## src/rtl/loop_sequencer_if.sv

```systemverilog
// Command, address-stream, status and loop-generator signal bundle for loop_sequencer.
interface loop_sequencer_if #(
  parameter int unsigned ADDR_W = 32,
  parameter int unsigned CNT_W  = 16
);
  logic              cmd_valid;
  logic              cmd_ready;
  logic [ADDR_W-1:0] cmd_base;
  logic [ADDR_W-1:0] cmd_threshold;
  logic [ADDR_W-1:0] cmd_stride;
  logic [CNT_W-1:0]  cmd_outer_count;
  logic [ADDR_W-1:0] cmd_outer_stride;
  logic              abort;

  logic              addr_valid;
  logic              addr_ready;
  logic [ADDR_W-1:0] addr_data;

  logic              done;
  logic              error;

  logic [4:0]        gen_reg_index;
  logic [ADDR_W-1:0] gen_threshold;
  logic [ADDR_W-1:0] gen_increment;
  logic              gen_init_we;
  logic              gen_increase;
  logic [ADDR_W-1:0] gen_address;
  logic              gen_loop;

  // Controller side
  modport slave (
    input  cmd_valid, cmd_base, cmd_threshold, cmd_stride, cmd_outer_count,
           cmd_outer_stride, abort, addr_ready, gen_address, gen_loop,
    output cmd_ready, addr_valid, addr_data, done, error, gen_reg_index,
           gen_threshold, gen_increment, gen_init_we, gen_increase
  );

  // Command source, address consumer and generator side
  modport master (
    output cmd_valid, cmd_base, cmd_threshold, cmd_stride, cmd_outer_count,
           cmd_outer_stride, abort, addr_ready, gen_address, gen_loop,
    input  cmd_ready, addr_valid, addr_data, done, error, gen_reg_index,
           gen_threshold, gen_increment, gen_init_we, gen_increase
  );
endinterface

```

## src/rtl/loop_sequencer.sv

```systemverilog
// Sequences an external offset/increment/threshold generator through a two-level
// nested loop and streams base-relocated addresses to a consumer.
module loop_sequencer #(
  parameter int unsigned ADDR_W    = 32,
  parameter int unsigned CNT_W     = 16,
  parameter logic [4:0]  REG_INDEX = 5'd0
) (
  input  logic            clock,
  input  logic            reset,
  loop_sequencer_if.slave bus
);

  typedef enum logic [2:0] {
    S_IDLE    = 3'd0,
    S_INIT    = 3'd1,
    S_STREAM  = 3'd2,
    S_ADVANCE = 3'd3,
    S_DONE    = 3'd4
  } state_t;

  state_t            state;
  state_t            state_nx;

  logic [ADDR_W-1:0] threshold_q;
  logic [ADDR_W-1:0] threshold_nx;
  logic [ADDR_W-1:0] stride_q;
  logic [ADDR_W-1:0] stride_nx;
  logic [ADDR_W-1:0] outer_stride_q;
  logic [ADDR_W-1:0] outer_stride_nx;
  logic [ADDR_W-1:0] cur_base_q;
  logic [ADDR_W-1:0] cur_base_nx;
  logic [CNT_W-1:0]  remaining_q;
  logic [CNT_W-1:0]  remaining_nx;
  logic              error_q;
  logic              error_nx;

  logic              cmd_ready_c;
  logic              addr_valid_c;
  logic              gen_increase_c;
  logic              gen_init_we_c;
  logic              last_beat_c;
  logic [ADDR_W:0]   next_offset_c;

  // Init strobe kept out of the main block: the generator's loop flag depends on it
  assign gen_init_we_c = (state == S_INIT) && !bus.abort;

  // The beat being accepted is the last of this outer iteration when the next
  // offset reaches the threshold; lets the FSM skip the empty loop-flag cycle.
  assign next_offset_c = {1'b0, bus.gen_address} + {1'b0, stride_q};
  assign last_beat_c   = next_offset_c >= {1'b0, threshold_q};

  // State and datapath registers
  always_ff @(posedge clock or negedge reset) begin
    if (!reset) begin
      state          <= S_IDLE;
      threshold_q    <= '0;
      stride_q       <= '0;
      outer_stride_q <= '0;
      cur_base_q     <= '0;
      remaining_q    <= '0;
      error_q        <= 1'b0;
    end else begin
      state          <= state_nx;
      threshold_q    <= threshold_nx;
      stride_q       <= stride_nx;
      outer_stride_q <= outer_stride_nx;
      cur_base_q     <= cur_base_nx;
      remaining_q    <= remaining_nx;
      error_q        <= error_nx;
    end
  end

  // Next-state, datapath updates and handshake outputs
  always_comb begin
    state_nx        = state;
    threshold_nx    = threshold_q;
    stride_nx       = stride_q;
    outer_stride_nx = outer_stride_q;
    cur_base_nx     = cur_base_q;
    remaining_nx    = remaining_q;
    error_nx        = error_q;
    cmd_ready_c     = 1'b0;
    addr_valid_c    = 1'b0;
    gen_increase_c  = 1'b0;

    unique case (state)
      S_IDLE: begin
        // Abort in idle is otherwise ignored but blocks a simultaneous command
        cmd_ready_c = reset && !bus.abort;
        if (bus.cmd_valid && cmd_ready_c) begin
          threshold_nx    = bus.cmd_threshold;
          stride_nx       = bus.cmd_stride;
          outer_stride_nx = bus.cmd_outer_stride;
          cur_base_nx     = bus.cmd_base;
          remaining_nx    = bus.cmd_outer_count;
          if ((bus.cmd_threshold == '0) || (bus.cmd_outer_count == '0)) begin
            state_nx = S_DONE;
            error_nx = 1'b0;
          end else if (bus.cmd_stride == '0) begin
            state_nx = S_DONE;
            error_nx = 1'b1;
          end else begin
            state_nx = S_INIT;
          end
        end
      end

      S_INIT: begin
        if (bus.abort) begin
          state_nx = S_DONE;
          error_nx = 1'b1;
        end else begin
          state_nx = S_STREAM;
        end
      end

      S_STREAM: begin
        if (bus.abort) begin
          state_nx = S_DONE;
          error_nx = 1'b1;
        end else if (!bus.gen_loop) begin
          state_nx = S_ADVANCE;
        end else begin
          addr_valid_c = 1'b1;
          if (bus.addr_ready) begin
            gen_increase_c = 1'b1;
            if (last_beat_c) begin
              state_nx = S_ADVANCE;
            end
          end
        end
      end

      S_ADVANCE: begin
        if (bus.abort) begin
          state_nx = S_DONE;
          error_nx = 1'b1;
        end else if (remaining_q == CNT_W'(1)) begin
          state_nx = S_DONE;
          error_nx = 1'b0;
        end else begin
          remaining_nx = remaining_q - CNT_W'(1);
          cur_base_nx  = cur_base_q + outer_stride_q;
          state_nx     = S_INIT;
        end
      end

      S_DONE: begin
        state_nx = S_IDLE;
      end

      default: begin
        state_nx = S_IDLE;
      end
    endcase
  end

  assign bus.cmd_ready     = cmd_ready_c;
  assign bus.addr_valid    = addr_valid_c;
  assign bus.addr_data     = (state == S_STREAM) ? (cur_base_q + bus.gen_address) : '0;
  assign bus.done          = (state == S_DONE);
  assign bus.error         = (state == S_DONE) && error_q;
  assign bus.gen_reg_index = REG_INDEX;
  assign bus.gen_threshold = threshold_q;
  assign bus.gen_increment = stride_q;
  assign bus.gen_init_we   = gen_init_we_c;
  assign bus.gen_increase  = gen_increase_c;

endmodule

```

## src/flat_wrapper.sv

```systemverilog
// flat-port wrapper written by rule: the top's interface ports become plain ports
module loop_sequencer_flat 
#(
  parameter int unsigned ADDR_W    = 32,
  parameter int unsigned CNT_W     = 16,
  parameter logic [4:0]  REG_INDEX = 5'd0
)
  (clock, reset, bus_cmd_valid, bus_cmd_base, bus_cmd_threshold, bus_cmd_stride, bus_cmd_outer_count, bus_cmd_outer_stride, bus_abort, bus_addr_ready, bus_gen_address, bus_gen_loop, bus_cmd_ready, bus_addr_valid, bus_addr_data, bus_done, bus_error, bus_gen_reg_index, bus_gen_threshold, bus_gen_increment, bus_gen_init_we, bus_gen_increase);
  loop_sequencer_if #(.ADDR_W(ADDR_W), .CNT_W(CNT_W)) bus_i ();
  input  logic clock;
  input  logic reset;
  input wire logic [$bits(bus_i.cmd_valid)-1:0] bus_cmd_valid;
  input wire logic [$bits(bus_i.cmd_base)-1:0] bus_cmd_base;
  input wire logic [$bits(bus_i.cmd_threshold)-1:0] bus_cmd_threshold;
  input wire logic [$bits(bus_i.cmd_stride)-1:0] bus_cmd_stride;
  input wire logic [$bits(bus_i.cmd_outer_count)-1:0] bus_cmd_outer_count;
  input wire logic [$bits(bus_i.cmd_outer_stride)-1:0] bus_cmd_outer_stride;
  input wire logic [$bits(bus_i.abort)-1:0] bus_abort;
  input wire logic [$bits(bus_i.addr_ready)-1:0] bus_addr_ready;
  input wire logic [$bits(bus_i.gen_address)-1:0] bus_gen_address;
  input wire logic [$bits(bus_i.gen_loop)-1:0] bus_gen_loop;
  output wire logic [$bits(bus_i.cmd_ready)-1:0] bus_cmd_ready;
  output wire logic [$bits(bus_i.addr_valid)-1:0] bus_addr_valid;
  output wire logic [$bits(bus_i.addr_data)-1:0] bus_addr_data;
  output wire logic [$bits(bus_i.done)-1:0] bus_done;
  output wire logic [$bits(bus_i.error)-1:0] bus_error;
  output wire logic [$bits(bus_i.gen_reg_index)-1:0] bus_gen_reg_index;
  output wire logic [$bits(bus_i.gen_threshold)-1:0] bus_gen_threshold;
  output wire logic [$bits(bus_i.gen_increment)-1:0] bus_gen_increment;
  output wire logic [$bits(bus_i.gen_init_we)-1:0] bus_gen_init_we;
  output wire logic [$bits(bus_i.gen_increase)-1:0] bus_gen_increase;
  assign bus_i.cmd_valid = bus_cmd_valid;
  assign bus_i.cmd_base = bus_cmd_base;
  assign bus_i.cmd_threshold = bus_cmd_threshold;
  assign bus_i.cmd_stride = bus_cmd_stride;
  assign bus_i.cmd_outer_count = bus_cmd_outer_count;
  assign bus_i.cmd_outer_stride = bus_cmd_outer_stride;
  assign bus_i.abort = bus_abort;
  assign bus_i.addr_ready = bus_addr_ready;
  assign bus_i.gen_address = bus_gen_address;
  assign bus_i.gen_loop = bus_gen_loop;
  assign bus_cmd_ready = bus_i.cmd_ready;
  assign bus_addr_valid = bus_i.addr_valid;
  assign bus_addr_data = bus_i.addr_data;
  assign bus_done = bus_i.done;
  assign bus_error = bus_i.error;
  assign bus_gen_reg_index = bus_i.gen_reg_index;
  assign bus_gen_threshold = bus_i.gen_threshold;
  assign bus_gen_increment = bus_i.gen_increment;
  assign bus_gen_init_we = bus_i.gen_init_we;
  assign bus_gen_increase = bus_i.gen_increase;
  loop_sequencer #(.ADDR_W(ADDR_W), .CNT_W(CNT_W), .REG_INDEX(REG_INDEX)) u_core (.clock(clock), .reset(reset), .bus(bus_i));
endmodule
```

## config.mk

```make
export PLATFORM = sky130hd
export DESIGN_NAME = loop_sequencer_flat
export DESIGN_NICKNAME = d
export VERILOG_FILES = /design/src/rtl/loop_sequencer_if.sv /design/src/rtl/loop_sequencer.sv /design/src/flat_wrapper.sv
export SDC_FILE = /design/constraint.sdc
export NUM_CORES = 1
export LEC_CHECK = 0
export ABC_AREA = 1
export BUFFER_PORTS_ARGS = -buffer_cell sky130_fd_sc_hd__buf_2
export CAP_MARGIN = 30
export CORE_MARGIN = 3
export CORE_UTILIZATION = 45
export CTS_CLUSTER_SIZE = 14
export DETAILED_ROUTE_END_ITERATION = 10
export PLACE_DENSITY_LB_ADDON = 0.25
export SYNTH_ARGS = -nofsm -noshare
export SYNTH_HDL_FRONTEND = slang
export SYNTH_SLANG_ARGS = --single-unit
```

## constraint.sdc

```tcl
create_clock -name clock -period 2.8 [get_ports clock]
set_input_delay 0.28 -clock clock [delete_from_list [all_inputs] [get_ports clock]]
set_output_delay 0.28 -clock clock [all_outputs]
set_load 0.02 [all_outputs]
```

== Word level (Yosys, flattened, before mapping) ==
Index checks and enable logic that the tools add are counted.

* $lt $le $gt $ge: 1
* Add/sub/neg operators: 4
* Muxes and demuxes: 35
* Eq/ne operators: 13
* Reductions and logical operators: 17

{| class="wikitable"
|+ Operators with widths
! operator !! number
|-
| $mux 32 || 4
|-
| $add 32x32->32 || 2
|-
| $logic_not 32->1 || 2
|-
| $pmux 32 s2 || 1
|-
| $mux 16 || 3
|-
| $add 32x32->33 || 1
|-
| $ge 33x32->1 || 1
|-
| $pmux 16 s2 || 1
|-
| $mux 3 || 10
|-
| $eq 16x1->1 const B || 1
|-
| $logic_not 16->1 || 1
|-
| $sub 16x1->16 const B || 1
|-
| $mux 1 || 14
|-
| $pmux 3 s4 || 1
|-
| $eq 3x2->1 const B || 2
|-
| $reduce_and 5->1 || 1
|-
| $logic_and 1x1->1 || 4
|-
| $ne 2x1->1 const B || 2
|-
| $ne 2x2->1 const B || 2
|-
| $ne 4x3->1 const B || 1
|-
| $ne 4x4->1 const B || 1
|-
| $reduce_and 4->1 || 1
|-
| $eq 3x1->1 const B || 1
|-
| $eq 3x3->1 const B || 1
|-
| other kinds (11) || 11
|}

* Logic and storage cells: 77
* Input port bits: 182
* Output and inout bits: 107
* Flip-flop bits (word level): 148

== Depth between registers and ports, before layout ==
* Depth after elaboration: 7
* Gate-level depth with buffers: 26
* Depth with buffers taken out: 26

== Worst setup path after synthesis ==
OpenSTA, ideal clock, no wires.

* Path kind: reg2reg
* Start: register u_core.stride_q[0], in the netlist u_core.bus.gen_increment[0]
* End: register u_core.state[0]
* Path slack: -0.395 ns
* Buffers on the path: 0
* Stages on the path, launching flop included: 25
* Data arrival time: 3.124 ns
* Required time: 2.729 ns
* Cells stage by stage: dfrtp_1 -> ha_1 -> inv_1 -> fa_1 -> o21ai_2 -> a21oi_4 -> o21ai_4 -> nand2_2 -> nand2_4 -> nand2_1 -> nand2_1 -> nand2_1 -> nand2_1 -> xor2_1 -> ha_1 -> inv_1 -> nor3_1 -> nand4_1 -> nor3_1 -> nand2_1 -> nand2_1 -> nor2_1 -> nand2_1 -> nand2_1 -> nor2_1

* Cells in the longest elaborated chain, start to end: 4

{| class="wikitable"
|+ RTL lines
! item !! RTL line !! RTL
|-
| from (decl) || loop_sequencer.sv:26 || <nowiki>logic [ADDR_W-1:0] stride_q;</nowiki>
|-
| from (signal assigned) || loop_sequencer.sv:65 || <nowiki>stride_q <= stride_nx;</nowiki>
|-
| $add 32x32->33 || loop_sequencer.sv:49 || <nowiki>assign next_offset_c = {1'b0, bus.gen_address} + {1'b0, stride_q};</nowiki>
|-
| $ge 33x32->1 || loop_sequencer.sv:50 || <nowiki>assign last_beat_c = next_offset_c >= {1'b0, threshold_q};</nowiki>
|-
| $ne 4x3->1 (no source line) || n/a ||
|-
| $reduce_and 3->1 (no source line) || n/a ||
|-
| to (signal assigned) || loop_sequencer.sv:63 || <nowiki>state <= state_nx;</nowiki>
|-
| to (decl) || loop_sequencer.sv:21 || <nowiki>state_t state;</nowiki>
|}

Every way passes these cells.
A chain may end at the register's enable or synchronous reset.

== Final worst setup path ==
* Start: register u_core.stride_q[15], in the netlist u_core.bus.gen_increment[15]
* End: register u_core.state[0]

The elaborated chain is that of the path after synthesis.

==> impl_metrics.env <==
export IMPL_crit_top_cell="nand2_1"
export IMPL_syn_area_per_cell_um2=7.44
export IMPL_fmax_mhz=311
export IMPL_skew_ns=0.0155
export IMPL_r2r_setup_slack_ns=-0.42
export IMPL_die_w_um=175
export IMPL_hold_viol_final=10
export IMPL_r2r_cells=21
export IMPL_p_per_area_nw_per_um2=1360
export IMPL_io_pins=289
export IMPL_wl_per_cell_um=17.8
export IMPL_yosys_warnings=0
export IMPL_netlist_instances=1730
export IMPL_critPathTopFamily="simple AND/OR/NAND/NOR gates"
export IMPL_wl_um=46600
export IMPL_cp_required_ns=3.18
export IMPL_setup_viol=14
export IMPL_finalCriticalPeriod_ns=3.22
export IMPL_clk_pin_slew_ns=0.07
export IMPL_antenna_found_initial=3
export IMPL_grt_max_degree=150
export IMPL_worst_path_buf_inv=1
export IMPL_core_area_um2=28000
export IMPL_via_count=14100
export IMPL_outcome="finished with violations"
export IMPL_grt_pass1_wl_um=71200
export IMPL_crit_path_end="u_core.state[0]"
export IMPL_max_cap_viol_count=0
export IMPL_start_kind="register"
export IMPL_period_share_pct=115
export IMPL_yosys_area_top_type="dfrtp_1"
export IMPL_start_util_pct=45.9
export IMPL_layout_setup_ws_ns=-0.417
export IMPL_ant_nets=0
export IMPL_finalWeightedCongestion=0.995
export IMPL_synthTopCellsByArea="dfrtp_1 (29%), ha_1 (12%), nand2_1 (9.8%)"
export IMPL_r2r_end="u_core.state[0]"
export IMPL_whs_ns=-0.0159
export IMPL_cts_num_sinks=148
export IMPL_synth_edf_count=0
export IMPL_ys_ff_latch=148
export IMPL_stdcell_count=2616
export IMPL_cts_root_buffer="clkbuf_16"
export IMPL_violations="negative hold slack, negative setup slack"
export IMPL_regToRegStartpoint="u_core.bus.gen_increment[15]"
export IMPL_crit_slowest_cell="dfrtp_1"
export IMPL_routed_via_density=5.39
export IMPL_worstMarginPinSlew_ns=0.847
export IMPL_fin_nets=2535
export IMPL_drt_iter0_markers=857
export IMPL_p_total_mw=24.4
export IMPL_area_growth_pct=39.3
export IMPL_hpwl_um=35900
export IMPL_firstDrtPassIters=5
export IMPL_final_util_pct=64.0
export IMPL_cp_depth=21
export IMPL_max_vdd_ir_drop_uv=580
export IMPL_io_buffers=283
export IMPL_drc=0
export IMPL_rsz0062_at_grt="yes"
export IMPL_cts_tree="yes"
export IMPL_path_class="reg2reg"
export IMPL_numCtsBuffers=17
export IMPL_relSlewSlack_pct=43.5
export IMPL_holdCritPathClass="in2async"
export IMPL_synth_yosys_seq_area_share_pct=28.8
export IMPL_p_leak_nw=8.79
export IMPL_synth_top_area_share_pct=28.8
export IMPL_cp_max_fo=5
export IMPL_synth_flop_cell="dfrtp_1"
export IMPL_path_cells="ha_1 -> a21oi_1 -> o21ai_1 -> a21oi_2 -> nand2_4 -> nand2_1 -> nand2_1 -> nand2_1 -> nand2_1 -> xor2_1 -> ha_1 -> inv_1 -> nor3_2 -> nand4_1 -> nor3_1 -> nand2_1 -> nand2_1 -> nor2_1 -> nand2_1 -> nand2_1 -> nor2_1"
export IMPL_async_reset_ff_share_pct=100
export IMPL_insertion_delay_ns=0.46
export IMPL_synth_cell_types=60
export IMPL_max_stage_delay_ns=0.39
export IMPL_crit_arrival_ns=3.60
export IMPL_grtUsageTotal_pct=29.1
export IMPL_drv_slew=0
export IMPL_startpoint="u_core.bus.gen_increment[15]"
export IMPL_die_area_um2=30700
export IMPL_h_tree_depth=4
export IMPL_grt_pass1_vias=13700
export IMPL_grt_overflow_total=0
export IMPL_cts_buffer_depth=2
export IMPL_drive_above_1_share_pct=36.0
export IMPL_placementRows=61
export IMPL_die_h_um=175
export IMPL_place_inst=2542
export IMPL_timing_critical_path_to_type="register"
export IMPL_syn_area_um2=12900
cell usage in the layout, fill, tap and decap left out, types with 60 or more instances in the layout:
| master | instances |
|---|---|
| o21ai_0 | 95 |
| inv_1 | 178 |
| buf_4 | 225 |
| nor2_1 | 173 |
| dfrtp_1 | 139 |
| ha_1 | 106 |
| mux2_2 | 64 |
| nand2_1 | 315 |
| buf_2 | 262 |
| a21oi_1 | 133 |
| nand3_1 | 60 |
synthesized netlist by cell type, drive strengths merged, types with 2 or more instances:
cell	count
o221ai	6
buf	31
a221oi	2
nand2	341
nand3	72
nor3	21
o21bai	10
nand4	23
mux2	64
or2	7
xnor2	20
and3	2
a21oi	177
a21o	20
o21ai	142
nor2	201
o21a	14
nor4	13
o31ai	4
a31oi	17
dfrtp	148
xor2	33
a21boi	6
nand3b	5
ha	128
inv	184
o211ai	13
clkbuf	12
fa	3
cell type report:
type / instances / area [um^2]
Antenna cell: 3 / 7.51
Clock buffer: 17 / 425
Clock inverter: 15 / 176
Fill cell: 2458 / 10100
Inverter: 184 / 691
Multi-Input combinational cell: 1359 / 9130
Sequential cell: 148 / 3710
Tap cell: 378 / 473
Timing Repair Buffer: 512 / 3320
worst min path at each step:
| stage | to | slack (ns) | depth (start not counted) |
|---|---|---|---|
| after floorplan | u_core.bus.gen_increment[0] | -0.02 | 0 |
| after global placement | u_core.remaining_q[5] | 0.47 | 2 |
| after detailed placement | u_core.remaining_q[5] | 0.48 | 2 |
| after CTS | u_core.bus.gen_threshold[2] | 0.05 | 2 |
| after global routing | u_core.outer_stride_q[24] | 0.05 | 2 |
| final | u_core.bus.gen_threshold[2] | -0.02 | 2 |
flip-flops by register name (all words and copies together) (netlist names):
register,count
u_core.bus.gen_increment,32
u_core.bus.gen_threshold,32
u_core.cur_base_q,32
u_core.outer_stride_q,32
u_core.remaining_q,16
u_core.state,3
u_core.error_q,1
through the flow:
| step | setup WS [ns] | TNS, ns | instance area (um^2) | hold slack (ns) |
|---|---|---|---|---|
| detailed placement | -0.551 | -0.569 | 16000 | 0.479 |
| global route | -0.707 | -3.53 | 17900 | 0.0537 |
| floorplan | -0.211 | -0.211 | 12900 | -0.0156 |
| CTS | -0.389 | -1.02 | 17100 | 0.0491 |
| finish | -0.417 | -1.59 | 17900 | -0.0159 |
| global placement | -0.494 | -0.494 | 16000 | 0.473 |
routing by layer:
metal,vias to the layer above,global-route usage (%),wire length [um]
met3,91,3.89,2620
li1,6897,-,-
met2,523,51.4,22900
met5,-,0,0
met4,0,10.4,1680
met1,6602,36.3,19400
report_power, final:
part	switching [mW]	leakage [nW]	internal [mW]	total, mW
clock	1.20	0.295	1.21	2.42
combinational	10.3	6.73	7.58	17.9
sequential	0.916	1.77	3.23	4.15
repair_timing:
action / 4_1_cts / 5_1_grt
gates cloned: 0 / 0
buffers inserted: 13 / 29
hold buffers: 0 / 0
endpoints found under the setup margin: 24 / 27
endpoints found under the hold margin: 0 / 0
pin swaps: 17 / 50
resized for setup: 119 / 135
logic make-up after synthesis:
kind of cell	count (synthesis)	synth area share, %
compound gates	419	19.0
xor+xnor	53	3.61
fa+ha+maj	131	12.9
buf+inv	227	7.46
flops	148	28.8
mux	64	5.60
other cells	1	0.0291
simple gates	687	22.6
(Power assumes the default switching activity.)
